--- src/rtl/core_pkg.sv ---
// Shared encodings for the branch/hazard sequencer: branch-control codes,
// sequencer FSM states and PC source selects.
package core_pkg;

  typedef enum logic [1:0] {
    BC_JALR  = 2'd0,
    BC_TAKEN = 2'd1,
    BC_SEQ   = 2'd2,
    BC_RSVD  = 2'd3
  } b_ctrl_e;

  typedef enum logic [1:0] {
    ST_RUN        = 2'd0,
    ST_REDIR_WAIT = 2'd1,
    ST_FREEZE     = 2'd2
  } seq_state_e;

  localparam logic PC_SEL_SEQ = 1'b0;
  localparam logic PC_SEL_TGT = 1'b1;

  function automatic logic is_redirect(input logic [1:0] b_ctrl);
    return (b_ctrl == BC_JALR) || (b_ctrl == BC_TAKEN);
  endfunction

endpackage

--- src/rtl/sat_counter.sv ---
// Saturating event counter: counts single-cycle pulses and holds at all-ones.
module sat_counter #(
  parameter int CNT_W = 32
) (
  input  logic             clk,
  input  logic             rst_n,
  input  logic             inc,
  output logic [CNT_W-1:0] out
);

  always_ff @(posedge clk or negedge rst_n) begin
    if (!rst_n) begin
      out <= '0;
    end else if (inc && (out != {CNT_W{1'b1}})) begin
      out <= out + 1'b1;
    end
  end

endmodule

--- src/rtl/branch_hazard_ctrl.sv ---
// Pipeline sequencer: resolves EX redirects, load-use stalls and data-memory
// freezes into PC / pipeline-register controls, with perf counters.
module branch_hazard_ctrl
  import core_pkg::*;
#(
  parameter int XLEN  = 32,
  parameter int CNT_W = 32
) (
  input  logic             clk,
  input  logic             rst_n,
  input  logic             ex_valid,
  input  logic [1:0]       ex_b_ctrl,
  input  logic [XLEN-1:0]  ex_pc_imm,
  input  logic [XLEN-1:0]  ex_alu_out,
  input  logic             ex_mem_read,
  input  logic [4:0]       ex_rd,
  input  logic [4:0]       id_rs1,
  input  logic [4:0]       id_rs2,
  input  logic             id_use_rs1,
  input  logic             id_use_rs2,
  input  logic             imem_ready,
  input  logic             dmem_busy,
  output logic             pc_we,
  output logic             pc_sel,
  output logic [XLEN-1:0]  pc_target,
  output logic             ifid_we,
  output logic             idex_we,
  output logic             ifid_flush,
  output logic             idex_flush,
  output logic             misalign_err,
  output logic [CNT_W-1:0] redirect_cnt,
  output logic [CNT_W-1:0] stall_cnt,
  output logic [1:0]       state
);

  localparam logic [XLEN-1:0] BIT0_MASK = {{(XLEN-1){1'b1}}, 1'b0};

  // Handshake: fetch takes pc_target/PC+4 only in a cycle where pc_we=1 and
  // imem_ready=1; otherwise the PC holds and the request is presented again.
  seq_state_e      state_q, ret_q, eff_state, next_state;
  logic [XLEN-1:0] tgt_q, tgt_comb;
  logic            redir_req, load_use;
  logic            capture_tgt, set_misalign, redir_inc, stall_inc;

  assign redir_req = ex_valid && is_redirect(ex_b_ctrl);
  assign load_use  = ex_valid && ex_mem_read && (ex_rd != 5'd0) &&
                     ((id_use_rs1 && (id_rs1 == ex_rd)) ||
                      (id_use_rs2 && (id_rs2 == ex_rd)));
  assign tgt_comb  = ((ex_b_ctrl == BC_JALR) ? ex_alu_out : ex_pc_imm) & BIT0_MASK;

  // Leaving FREEZE behaves exactly like the state it interrupted.
  assign eff_state = (state_q == ST_FREEZE) ? ret_q : state_q;

  always_comb begin
    pc_we        = 1'b0;
    pc_sel       = PC_SEL_SEQ;
    pc_target    = '0;
    ifid_we      = 1'b0;
    idex_we      = 1'b0;
    ifid_flush   = 1'b0;
    idex_flush   = 1'b0;
    capture_tgt  = 1'b0;
    set_misalign = 1'b0;
    redir_inc    = 1'b0;
    stall_inc    = 1'b0;
    next_state   = eff_state;

    if (dmem_busy) begin
      next_state = ST_FREEZE;
      if (eff_state == ST_REDIR_WAIT) begin
        pc_sel    = PC_SEL_TGT;
        pc_target = tgt_q;
      end
    end else begin
      case (eff_state)
        ST_RUN: begin
          if (redir_req) begin
            pc_sel       = PC_SEL_TGT;
            pc_target    = tgt_comb;
            ifid_we      = 1'b1;
            idex_we      = 1'b1;
            ifid_flush   = 1'b1;
            idex_flush   = 1'b1;
            redir_inc    = 1'b1;
            set_misalign = tgt_comb[1];
            if (imem_ready) begin
              pc_we = 1'b1;
            end else begin
              capture_tgt = 1'b1;
              next_state  = ST_REDIR_WAIT;
            end
          end else if (load_use) begin
            idex_we    = 1'b1;
            idex_flush = 1'b1;
            stall_inc  = 1'b1;
          end else begin
            pc_we      = imem_ready;
            ifid_we    = 1'b1;
            idex_we    = 1'b1;
            ifid_flush = !imem_ready;
          end
        end
        ST_REDIR_WAIT: begin
          pc_sel     = PC_SEL_TGT;
          pc_target  = tgt_q;
          pc_we      = imem_ready;
          ifid_we    = 1'b1;
          idex_we    = 1'b1;
          ifid_flush = 1'b1;
          idex_flush = 1'b1;
          if (imem_ready) next_state = ST_RUN;
        end
        default: next_state = ST_RUN;
      endcase
    end
  end

  always_ff @(posedge clk or negedge rst_n) begin
    if (!rst_n) begin
      state_q      <= ST_RUN;
      ret_q        <= ST_RUN;
      tgt_q        <= '0;
      misalign_err <= 1'b0;
    end else begin
      state_q <= next_state;
      if (dmem_busy) ret_q <= eff_state;
      if (capture_tgt) tgt_q <= tgt_comb;
      if (set_misalign) misalign_err <= 1'b1;
    end
  end

  assign state = state_q;

  sat_counter #(.CNT_W(CNT_W)) u_redirect_cnt (
    .clk   (clk),
    .rst_n (rst_n),
    .inc   (redir_inc),
    .out   (redirect_cnt)
  );

  sat_counter #(.CNT_W(CNT_W)) u_stall_cnt (
    .clk   (clk),
    .rst_n (rst_n),
    .inc   (stall_inc),
    .out   (stall_cnt)
  );

endmodule

--- config.mk ---
export PLATFORM = sky130hd
export DESIGN_NAME = branch_hazard_ctrl
export DESIGN_NICKNAME = d
export VERILOG_FILES = /design/src/rtl/core_pkg.sv /design/src/rtl/sat_counter.sv /design/src/rtl/branch_hazard_ctrl.sv
export SDC_FILE = /design/constraint.sdc
export NUM_CORES = 1
export LEC_CHECK = 0
export ABC_CLOCK_PERIOD_IN_PS = 2800
export BUFFER_PORTS_ARGS = -buffer_cell sky130_fd_sc_hd__buf_2
export CAP_MARGIN = 10
export CORE_ASPECT_RATIO = 0.5
export CORE_MARGIN = 2
export CORE_UTILIZATION = 40
export CTS_BUF_LIST = sky130_fd_sc_hd__clkbuf_2
export DETAILED_ROUTE_END_ITERATION = 10
export GPL_ROUTABILITY_DRIVEN = 1
export HOLD_SLACK_MARGIN = 0.03
export PLACE_DENSITY_LB_ADDON = 0.15
export SLEW_MARGIN = 20
export SYNTH_ARGS = -nofsm -noshare
export SYNTH_HDL_FRONTEND = slang
export SYNTH_SLANG_ARGS = --single-unit
--- constraint.sdc ---
create_clock -name clk -period 2.8 [get_ports clk]
set_input_delay 0.42 -clock clk [delete_from_list [all_inputs] [get_ports clk]]
set_output_delay 0.42 -clock clk [all_outputs]
set_load 0.03 [all_outputs]
---- Word-level counts from Yosys, hierarchy flattened ----
Cells that the tools add are included.
storage, ports and cells
  output and inout bits ................... 105
  latch bits .............................. 0
  memories kept ........................... 0
  bits in read-only memories .............. 0
  RAM bits ................................ 0
  flip-flop bits (word level) ............. 100
  logic and storage cells ................. 76
cells by class
  mux-type cells .......................... 46
  shift-type cells ........................ 0
  order comparisons ....................... 0
  bitwise operators ....................... 0
  equality and inequality tests ........... 7
  $mul .................................... 0
  $add $sub $neg .......................... 2
  divide/modulo/power cells ............... 0
  reduce and logical (&&, ||, !) cells .... 15
operators with widths
  operator                                                          number
  32-bit 2-to-1 mux                                                 4
  32-bit by 1-bit adder with 32-bit output (second input constant)  2
  32-bit != test (second input constant)                            2
  32-bit one-hot mux with 2 select lines                            1
  1-bit 2-to-1 mux                                                  30
  5-bit == test                                                     2
  2-bit 2-to-1 mux                                                  5
  1-bit one-hot mux with 2 select lines                             5
  1-bit logical AND                                                 8
  5-bit nonzero test                                                1
  2-bit by 1-bit == test with 1-bit output (second input constant)  2
  2-bit logical NOT                                                 2
  2-bit one-hot mux with 2 select lines                             1
  2-bit == test (second input constant)                             1
  1-bit logical OR                                                  2
  2-bit OR reduction                                                1
  1-bit logical NOT                                                 1

---- Longest topological paths before layout ----
Gate-level depths: netlist of run 1.
  depth after elaboration ................. 9
  depth in mapped cells ................... 8

---- Cells and area by module ----
A second synthesis of run 1 with hierarchy kept.
unflattened totals
  cell total of the unflattened synthesis .. 559
  area total of the unflattened synthesis .. 5542.8 sq um
by module, submodules not included
  module              sequential area each (sq um)  area each (sq um)  times used  cells an instance
  sat_counter         800.8                         1624.1             2           151
  branch_hazard_ctrl  900.9                         2294.7             1           257

---- Least setup slack after synthesis of run 1 ----
No wires, ideal clock.
  kind .................................... flip-flop to output port
  start point ............................. reg state_q[0] (netlist: state[0])
  end point ............................... out pc_we
  arrival ................................. 2298 ps
  stages on the path, launching flop included .. 5
  setup slack ............................. 82 ps
  data required time ...................... 2380 ps
  path through ............................ dfrtp_1 -> or2_2 -> a21oi_1 -> o21a_1 -> and2_1
on the way
  longest elaborated chain between the ends .. 5
ends and longest elaborated chain
  item                                                                           RTL line                   RTL
  from (decl)                                                                    branch_hazard_ctrl.sv:40   seq_state_e state_q, ret_q, eff_state, next_state;
  from (signal assigned)                                                         branch_hazard_ctrl.sv:125  state_q <= next_state;
  2-bit == test                                                                  branch_hazard_ctrl.sv:52   assign eff_state = (state_q == ST_FREEZE) ? ret_q : state_q;
  2-bit 2-to-1 mux (*)                                                           branch_hazard_ctrl.sv:52
  2-bit by 1-bit == test with 1-bit output or 2-bit logical NOT (tied branches)  branch_hazard_ctrl.sv:75   case (eff_state)
  1-bit one-hot mux with 2 select lines (*)                                      branch_hazard_ctrl.sv:75
  1-bit 2-to-1 mux (*)                                                           branch_hazard_ctrl.sv:68   if (dmem_busy) begin
  to (decl)                                                                      branch_hazard_ctrl.sv:23   output logic pc_we,
Mark *: on every way between the ends. The rest lies on a longest branch, timed or not.

---- Worst setup path after layout of run 1 ----
  start point ............................. reg state_q[0] (netlist: state[0])
  end point ............................... out pc_target[28]
on the way
  longest elaborated chain between the ends .. 5
ends and longest elaborated chain
  item                                                                           RTL line                                            RTL
  2-bit == test                                                                  branch_hazard_ctrl.sv:52
  2-bit 2-to-1 mux (*)                                                           branch_hazard_ctrl.sv:52
  2-bit by 1-bit == test with 1-bit output or 2-bit logical NOT (tied branches)  branch_hazard_ctrl.sv:70, branch_hazard_ctrl.sv:75
  32-bit one-hot mux with 2 select lines or 32-bit 2-to-1 mux (tied branches)    branch_hazard_ctrl.sv:75, branch_hazard_ctrl.sv:70
  32-bit 2-to-1 mux (*)                                                          branch_hazard_ctrl.sv:68
  to (decl)                                                                      branch_hazard_ctrl.sv:25                            output logic [XLEN-1:0] pc_target,
Marks and branches as above.

==> results of run 1 <==
-- per-stage QoR --
stage | power [mW] | hold WS, ps | area [um2] | TNS [ps] | setup slack, ps
6_report | 3.005 | 157.0 | 6523 | 0 | 172.3
5_1_grt | 3.212 | 77.68 | 6523 | -0.8951 | -0.8951
2_1_floorplan | 2.155 | 124.4 | 5229 | 0 | 81.76
3_3_place_gp | 2.398 | 450.8 | 6369 | 0 | 382.0
4_1_cts | 3.056 | 90.01 | 6500 | 0 | 16.67
3_5_place_dp | 2.420 | 456.3 | 6369 | 0 | 366.9
-- repair_timing --
item                       CTS  global route
resized for setup            1             7
hold buffers                 3             0
pin swaps                    1             0
setup buffers                1             0
setup endpoints to repair   31            35
hold endpoints to repair    53             0
-- synthesized netlist by cell type, drive strengths merged --
| library cell | instances |
|---|---|
| a21o | 1 |
| a21oi | 5 |
| a31oi | 1 |
| and2 | 4 |
| and3 | 11 |
| and4 | 4 |
| buf | 6 |
| clkbuf | 17 |
| conb | 1 |
| dfrtp | 100 |
| ha | 2 |
| inv | 11 |
| mux2 | 2 |
| mux2i | 31 |
| nand2 | 98 |
| nand2b | 1 |
| nand3 | 25 |
| nand4 | 19 |
| nor2 | 30 |
| nor2b | 2 |
| nor3 | 15 |
| nor4 | 14 |
| o2111ai | 1 |
| o21a | 3 |
| o21ai | 65 |
| o22ai | 2 |
| o311a | 1 |
| o311ai | 1 |
| o31ai | 1 |
| o41a | 1 |
| or2 | 5 |
| or3 | 4 |
| or4 | 3 |
| xnor2 | 32 |
| xor2 | 39 |
-- flip-flops by register name, indices dropped and copies added (netlist names) --
signal / flops
tgt_q: 31
misalign_err: 1
u_redirect_cnt.out: 32
u_stall_cnt.out: 32
ret_q: 2
state: 2
-- layer usage --
metal  vias up  routed length [um]  share of wire (%)
met1      2149                5966                 46
met4         0                 139                1.1
met3        12                 521                4.0
li1       2303                   -                  -
met5         -                   0                  0
met2       105                6337                 49
-- worst max-delay path by stage --
stage | startpoint | to | depth (start not counted)
after global routing | state[0]$_DFF_PN0_ | pc_target[5] | 6
after CTS | state[1]$_DFF_PN0_ | pc_target[27] | 5
after floorplan | state[0]$_DFF_PN0_ | pc_we | 4
final | state[0]$_DFF_PN0_ | pc_target[28] | 6
after global placement | u_stall_cnt.out[7]$_DFFE_PN0P_ | u_stall_cnt.out[1]$_DFFE_PN0P_ | 5
after detailed placement | u_stall_cnt.out[7]$_DFFE_PN0P_ | u_stall_cnt.out[1]$_DFFE_PN0P_ | 5
-- cell type report --
type,instances,area share (%)
timing repair buffer,201,16.44
multi-input combinational,424,39.88
tap,170,3.261
sequential,100,38.40
inverter,11,0.6330
clock buffer,10,0.7673
clock inverter,6,0.6138
-- tightest hold or removal path: cells and delay by family --
family	cells	cell delay (ps)
mux	1	60
compound gates	1	160
buf+inv	1	70
-- report_power, final --
group          switching [mW]  total (mW)  internal, mW  leakage, nW
Combinational           0.424       0.671         0.247         2.00
Sequential              0.115        1.72          1.61         1.32
Clock                   0.494       0.613         0.119       0.0536
-- logic make-up (layout without fill, tap and decap cells) --
logic type	Yosys count	in the layout	synth area share [%]
buffers and inverters	34	228	2.800
multiplexers	33	33	6.365
flip-flops	100	100	47.86
AO/OA/AOI/OAI	82	82	8.854
other	1	1	0.07172
AND/OR/NAND/NOR	235	235	21.68
adder cells (fa/ha/maj)	2	2	0.4785
XOR/XNOR	71	71	11.89
==> results.py, run 1 <==
metrics = {
    "run": {
        "max-cap-violations": 0,
    },
    "setup_path": {
        "path_cells": "or2_2, o22ai_2, buf_12, nand2_1, o21ai_0, buf_2",
        "r2r_slack_ps": 300,
        "cp-start-kind": "flip-flop",
        "critical_path_arrival_ps": 2210,
        "rr_startpoint": "u_redirect_cnt.out[0]$_DFFE_PN0P_",
        "criticalPathCategory": "reg -> out",
        "critPathMaxStageDelay_ps": 520,
        "r2r_cells": 7,
        "cp_num_buf_inv": 2,
        "endpoint_kind": "output port",
        "worstPathMaxFanout": 32,
        "required_ps": 2380,
        "reg2reg_to": "u_redirect_cnt.out[31]$_DFFE_PN0P_",
        "cp_top_family": "flip-flops",
        "critPathSlowestCell": "dfrtp_2",
    },
    "drt": {
        "firstDrtPassIters": 4,
        "drc": 0,
        "routedWlPerCell_um": 14.06,
        "drt_iter0_markers": 246,
        "via_per_inst": 4.956,
        "wl_um": 12970,
        "antenna_left": 0,
        "vias": 4569,
    },
    "run_status": {
        "status": "complete, no violations",
    },
    "cells_and_area": {
        "multiInputGateArea_um2": 2601,
        "seq_area_um2": 2505,
        "final_common_cell": "buf_2",
        "layout-drive-gt1-share_pct": 30.59,
        "final_util_pct": 51.36,
        "finalNonFillerCells": 922,
        "antenna_cells": 0,
        "fin_nets": 838,
        "final_cell_mix": "buf_2, nand2_1, dfrtp_1, o21ai_0, xor2_1",
        "fillers": 1245,
        "syn_to_final_growth_pct": 24.74,
    },
    "logic_synthesis": {
        "synth_top_area_share_pct": 47.86,
        "syn_inst": 558,
        "syn_nets": 649,
        "syn_area_per_cell_um2": 9.371,
        "seq_area_frac_synth_pct": 47.86,
        "yosysWarningCount": 0,
        "ys_seq_elements": 100,
        "synthesis.area_um2": 5229,
        "synth_area_leaders": "dfrtp_1, nand2_1, xor2_1",
        "ys_types": 41,
        "synth_top_area_cell": "dfrtp_1",
    },
    "floorplan": {
        "io_pins": 194,
        "die_w_um": 165.7,
        "dieArea_um2": 14060,
        "fp.dieH_um": 84.85,
        "core_area_um2": 12700,
        "fp-row-count": 29,
        "initial_core_util_pct": 41.17,
    },
    "worst_hold_path": {
        "holdPathEnd": "tgt_q[22]$_DFFE_PN0P_",
        "min_from": "ex_pc_imm[22]",
        "hold_class": "in -> reg",
        "min_delay_path_depth": 3,
    },
    "sta": {
        "tightest_slew_ps": 918.1,
        "setup_violations": 0,
        "fmax_mhz": 380.6,
        "post-route-period-util_pct": 93.85,
        "skew_ps": 34.68,
        "hold_viol_final": 0,
        "min_period_ps": 2628,
        "slew_viol_final": 0,
        "relSlewSlack_pct": 38.79,
    },
    "place": {
        "routabilityCongestion": 0.7912,
        "dp_cells": 902,
        "dpl.hpwl_um": 9547,
        "io_buffer_count": 190,
    },
    "grt": {
        "busiest_layer": "met2",
        "grt_antenna_before_repair": 0,
        "grt-ovfl-total": 0,
        "grt_util_met2_pct": 32.55,
        "first_global_vias": 4482,
        "grt_pass1_wl_um": 22000,
        "gr-usage-all-layers_pct": 19.07,
        "met1_usage_pct": 24.42,
        "grt_max_degree": 63,
        "gr-usage-met3_pct": 4.757,
    },
    "cts": {
        "cts_tree": "done",
        "cts.sinks": 100,
        "clk_latency_ps": 560,
        "clockBufferDepth": 2,
        "h-tree-depth": 3,
        "clock-root-buffer": "clkbuf_2",
        "cts_buffers": 9,
        "cts.clk_slew.worst_paths_ps": 290,
    },
    "pwr": {
        "ir_worst_vdd_uv": 190.0,
        "power_density_nw_per_um2": 460.8,
        "leakagePower_nw": 3.371,
    },
}
(Power assumes the default switching activity.)
==> run 2: changes to the inputs <==
--- a/config.mk
+++ b/config.mk
@@ -16,6 +16,7 @@
 export GPL_ROUTABILITY_DRIVEN = 1
 export HOLD_SLACK_MARGIN = 0.03
 export PLACE_DENSITY_LB_ADDON = 0.15
+export RECOVER_POWER = 50
 export SLEW_MARGIN = 20
 export SYNTH_ARGS = -nofsm -noshare
 export SYNTH_HDL_FRONTEND = slang
==> run 2 against run 1 <==
Against the previous run: flip-flop and latch count unchanged; setup slack worse by 7.8 ps; cell count unchanged; sequential share of layout area up 0.19 points; combinational power about the same; final area down 0.50%; via count up 0.22%; power about the same; register-to-register slack better by 60 ps; maximum frequency down 0.30%; global-route usage unchanged; first-iteration DRC count up 4.1%.
==> results.py, run 2 (synthesis gave the netlist of run 1 again) <==
metrics = {
    "grt": {
        "grt_pass1_wl_um": 22000,
        "first_global_vias": 4482,
        "grt_max_degree": 63,
        "grt_antenna_before_repair": 0,
        "grt-ovfl-total": 0,
        "gr-usage-all-layers_pct": 19.07,
    },
    "cells_and_area": {
        "layout-drive-gt1-share_pct": 27.93,
        "syn_to_final_growth_pct": 24.12,
        "final_util_pct": 51.10,
        "fin_area_um2": 6490,
        "antenna_cells": 0,
        "fin_nets": 838,
        "final_common_cell": "buf_2",
        "finalNonFillerCells": 922,
        "final_cell_mix": "buf_2, nand2_1, dfrtp_1, o21ai_0, xor2_1",
        "top_regs": "u_redirect_cnt.out x32, u_stall_cnt.out x32, tgt_q x31",
    },
    "setup_path": {
        "cp-start-kind": "flip-flop",
        "critical_path_arrival_ps": 2220,
        "required_ps": 2380,
        "criticalPathCategory": "reg -> out",
        "path_cells": "or2_2, o22ai_2, buf_12, nand2_1, o21ai_0, buf_2",
        "endpoint_kind": "output port",
        "critPathMaxStageDelay_ps": 520,
        "critPathSlowestCell": "dfrtp_2",
        "worstPathMaxFanout": 32,
    },
    "drt": {
        "firstDrtPassIters": 4,
        "vias": 4579,
        "antenna_left": 0,
        "routedWlPerCell_um": 14.07,
        "drt_iter0_markers": 256,
        "wl_um": 12970,
        "via_per_inst": 4.966,
        "drc": 0,
    },
    "pwr": {
        "leakagePower_nw": 3.289,
        "power_density_nw_per_um2": 463.0,
        "ir_worst_vdd_uv": 189.5,
    },
    "sta": {
        "relSlewSlack_pct": 10.84,
        "slew_viol_final": 0,
        "post-route-period-util_pct": 94.13,
        "min_period_ps": 2636,
        "fmax_mhz": 379.4,
        "hold_viol_final": 0,
        "finalSetupTns_ps": 0,
        "tightest_slew_ps": 1337,
        "setup_violations": 0,
        "layout_setup_ws_ps": 164.5,
        "skew_ps": 33.70,
    },
    "floorplan": {
        "io_pins": 194,
        "fp-row-count": 29,
        "core_area_um2": 12700,
        "initial_core_util_pct": 41.17,
        "dieArea_um2": 14060,
        "fp.dieH_um": 84.85,
        "die_w_um": 165.7,
    },
    "worst_hold_path": {
        "hold_class": "in -> reg",
    },
    "place": {
        "dp_cells": 902,
        "dp_slack_ps": 366.9,
        "routabilityCongestion": 0.7912,
        "placed_area_um2": 6369,
        "dpl.hpwl_um": 9547,
        "io_buffer_count": 190,
    },
    "cts": {
        "cts.clk_slew.worst_paths_ps": 290,
        "cts_buffers": 9,
        "clock-root-buffer": "clkbuf_2",
        "clockBufferDepth": 2,
        "h-tree-depth": 3,
        "clk_latency_ps": 570,
        "cts.sinks": 100,
        "cts_tree": "done",
    },
    "run_status": {
        "status": "complete, no violations",
    },
    "run": {
        "max-cap-violations": 0,
    },
}
[run 2: area by class of cell]
| class | instances | area [um2] |
|---|---|---|
| fillers | 1256 | 6210 |
| clock buffers | 10 | 50.05 |
| flip-flops and latches | 100 | 2505 |
| inverters | 11 | 41.29 |
| clock inverters | 6 | 40.04 |
| multi-input cells | 424 | 2601 |
| well taps | 170 | 212.7 |
| repair buffers | 201 | 1040 |
[run 2: through the flow]
stage,hold slack (ps),power [mW]
detailed placement,456.3,2.420
finish,150.4,3.005
CTS,90.01,3.056
floorplan,124.4,2.155
global route,77.68,3.208
global placement,450.8,2.398
[run 2: timing repair]
item	CTS	global route
endpoints found under the hold margin	53	0
setup buffers	1	0
hold buffers	3	0
pin swaps	1	0
setup endpoints to repair	31	35
gates resized for setup	1	7
[run 2: worst paths after layout]
kind | from | endpoint | slack [ps] | cells after the start
max | state[0]$_DFF_PN0_ | pc_target[28] | 160 | 6
min | ex_pc_imm[22] | tgt_q[22]$_DFFE_PN0P_ | 150 | 3
max reg2reg | u_stall_cnt.out[7]$_DFFE_PN0P_ | u_stall_cnt.out[1]$_DFFE_PN0P_ | 360 | 5
min reg2reg | u_redirect_cnt.out[7]$_DFFE_PN0P_ | u_redirect_cnt.out[7]$_DFFE_PN0P_ | 510 | 1
max in group asynchronous | rst_n | u_redirect_cnt.out[22]$_DFFE_PN0P_ | 850 | 3
min in group asynchronous | rst_n | tgt_q[13]$_DFFE_PN0P_ | 640 | 2
[run 2: worst max-delay path, delay by kind of cell, from the launching register on]
kind | cells | cell delay, ps
buffers and inverters | 2 | 450
and+or+nand+nor | 2 | 410
AOI/OAI and AO/OA | 2 | 270
DFF | 1 | 520
[run 2: layer usage]
layer  vias up  part of all wire (%)  global-route usage (%)
li1       2305                     -                       -
met1      2147                    46                   24.42
met2       113                    48                   32.55
met3        14                   4.8                   4.757
met4         0                   1.2                   5.455
met5         -                     0                       0
[run 2: power by group]
part	internal, mW	switching (mW)
logic	0.244	0.424
registers	1.61	0.114
clock network	0.119	0.497
total	1.97	1.04
==> run 3: changes to the inputs <==
--- a/config.mk
+++ b/config.mk
@@ -11,7 +11,6 @@
 export CORE_ASPECT_RATIO = 0.5
 export CORE_MARGIN = 2
 export CORE_UTILIZATION = 40
-export CTS_BUF_LIST = sky130_fd_sc_hd__clkbuf_2
 export DETAILED_ROUTE_END_ITERATION = 10
 export GPL_ROUTABILITY_DRIVEN = 1
 export HOLD_SLACK_MARGIN = 0.03
==> run 3 against run 2 <==
Against the previous run: register-to-register slack about the same; combinational power shrank 2%; first-iteration DRC count decreased by 5.5%; routed wire length shrank 0.47%; non-clock buffer count down 4; critical path type unchanged; critical endpoint is now pc_target[1]; highest routed layer unchanged.
==> results.py, run 3 (synthesis gave the netlist of run 1 again) <==
metrics = {
    "run_status": {
        "status": "complete, no violations",
    },
    "drt": {
        "via_per_inst": 5.001,
        "wl_um": 12910,
        "drc": 0,
        "drt_iter0_markers": 242,
        "antenna_left": 0,
        "routedWlPerCell_um": 14.06,
        "vias": 4591,
        "firstDrtPassIters": 4,
    },
    "sta": {
        "layout_setup_ws_ps": 231.0,
        "min_period_ps": 2569,
        "finalSetupTns_ps": 0,
        "slew_viol_final": 0,
        "relSlewSlack_pct": 9.203,
        "setup_violations": 0,
        "rsz0062_at_grt": "false",
        "whs_ps": 311.2,
        "tightest_slew_ps": 1362,
        "post-route-period-util_pct": 91.75,
        "hold_viol_final": 0,
        "fmax_mhz": 389.3,
        "skew_ps": 9.234,
    },
    "pwr": {
        "power_density_nw_per_um2": 542.3,
        "ir_worst_vdd_uv": 297.1,
        "leakagePower_nw": 3.231,
    },
    "grt": {
        "grt_pass1_wl_um": 21970,
        "grt-ovfl-total": 0,
        "grt_antenna_before_repair": 0,
        "first_global_vias": 4489,
        "gr-usage-all-layers_pct": 18.91,
        "grt_max_degree": 63,
    },
    "cells_and_area": {
        "layout-drive-gt1-share_pct": 23.53,
        "fillers": 1248,
        "final_cell_mix": "buf_2, dfrtp_1, nand2_1, o21ai_0, clkbuf_1",
        "fin_area_um2": 6588,
        "seq_area_um2": 2502,
        "fin_nets": 834,
        "final_common_cell": "buf_2",
        "multiInputGateArea_um2": 2594,
        "top_regs": "u_redirect_cnt.out x32, u_stall_cnt.out x32, tgt_q x31",
        "syn_to_final_growth_pct": 25.99,
        "antenna_cells": 0,
    },
    "setup_path": {
        "reg2reg_to": "u_stall_cnt.out[1]$_DFFE_PN0P_",
        "r2r_cells": 5,
        "endpoint": "pc_target[1]",
        "endpoint_kind": "output port",
        "criticalPathCategory": "reg -> out",
        "startpoint": "state[1]$_DFF_PN0_",
        "r2r_slack_ps": 350,
        "critical_path_arrival_ps": 2150,
        "worstPathMaxFanout": 31,
        "required_ps": 2380,
        "rr_startpoint": "u_stall_cnt.out[7]$_DFFE_PN0P_",
        "cp-start-kind": "flip-flop",
    },
    "place": {
        "dpl.hpwl_um": 9547,
        "placed_area_um2": 6369,
        "io_buffer_count": 190,
        "dp_slack_ps": 366.9,
        "routabilityCongestion": 0.7912,
    },
    "cts": {
        "hold_buffers": 0,
        "h-tree-depth": 3,
        "clockBufferDepth": 2,
        "cts_resized": 0,
        "cts_tree": "done",
        "cts.clk_slew.worst_paths_ps": 70,
        "clock-root-buffer": "clkbuf_16",
        "cts_setup_buffers": 0,
        "clk_latency_ps": 330,
        "cts.sinks": 100,
        "cts_buffers": 9,
    },
    "worst_hold_path": {
        "min_from": "imem_ready",
        "hold_class": "in -> reg",
    },
    "floorplan": {
        "fp.dieH_um": 84.85,
        "die_w_um": 165.7,
        "initial_core_util_pct": 41.17,
        "io_pins": 194,
        "fp-row-count": 29,
        "dieArea_um2": 14060,
        "core_area_um2": 12700,
    },
    "run": {
        "max-cap-violations": 0,
    },
}
-- run 3: cell types whose count changed in the layout (fill, tap and decap cells not counted), moves of 3 or more --
cell | before | now
clkbuf_16 | 0 | 9
clkbuf_1 | 20 | 51
clkbuf_2 | 13 | 3
buf_2 | 169 | 139
dlygate4sd3_1 | 3 | 0
-- run 3: routing by layer --
| layer | wire length [um] | vias to the layer above | GRT usage, % | part of all wire, % |
|---|---|---|---|---|
| met4 | 150 | 0 | 4.980 | 1.2 |
| met1 | 5906 | 2171 | 24.57 | 46 |
| met3 | 583 | 16 | 4.058 | 4.5 |
| met2 | 6267 | 111 | 32.55 | 49 |
| met5 | 0 | - | 0 | 0 |
| li1 | - | 2293 | - | - |
-- run 3: worst min-delay path by stage --
| stage | depth (start not counted) | endpoint | slack (ps) |
|---|---|---|---|
| floorplan | 0 | misalign_err$_DFFE_PN0P_ | 120 |
| global placement | 1 | misalign_err$_DFFE_PN0P_ | 450 |
| detailed placement | 1 | misalign_err$_DFFE_PN0P_ | 460 |
| CTS | 1 | tgt_q[13]$_DFFE_PN0P_ | 150 |
| global route | 2 | state[0]$_DFF_PN0_ | 300 |
| finish | 2 | state[0]$_DFF_PN0_ | 310 |
-- run 3: metrics by stage --
step                      utilization, %  power (mW)  instances
final                              51.87       3.572        918
after global routing               51.87       3.783        918
after CTS                          52.42       3.635        918
after detailed placement           50.15       2.420        902
after global placement             50.15       2.398        902
after floorplan                        -       2.155        558
-- run 3: worst max-delay path, cell delays in order (launching register included) --
cell and delay, ps:
dfrtp_1 480, a21oi_1 270, nand4_1 300, buf_4 330
nor2_1 160, a21o_1 90, buf_2 190
-- run 3: layout make-up --
| cell class | instances | area share, % |
|---|---|---|
| multi-input cells | 424 | 39.37 |
| inverters | 11 | 0.6268 |
| flip-flops and latches | 100 | 37.99 |
| repair buffers | 197 | 14.40 |
| clock inverters | 4 | 0.4938 |
| clock buffers | 12 | 3.894 |
| well taps | 170 | 3.229 |
-- run 3: where the power goes --
part | total, mW | internal [mW] | leakage (nW) | switching, mW
Sequential | 1.72 | 1.61 | 1.32 | 0.114
Clock | 1.20 | 0.657 | 0.135 | 0.542
Combinational | 0.653 | 0.230 | 1.78 | 0.423
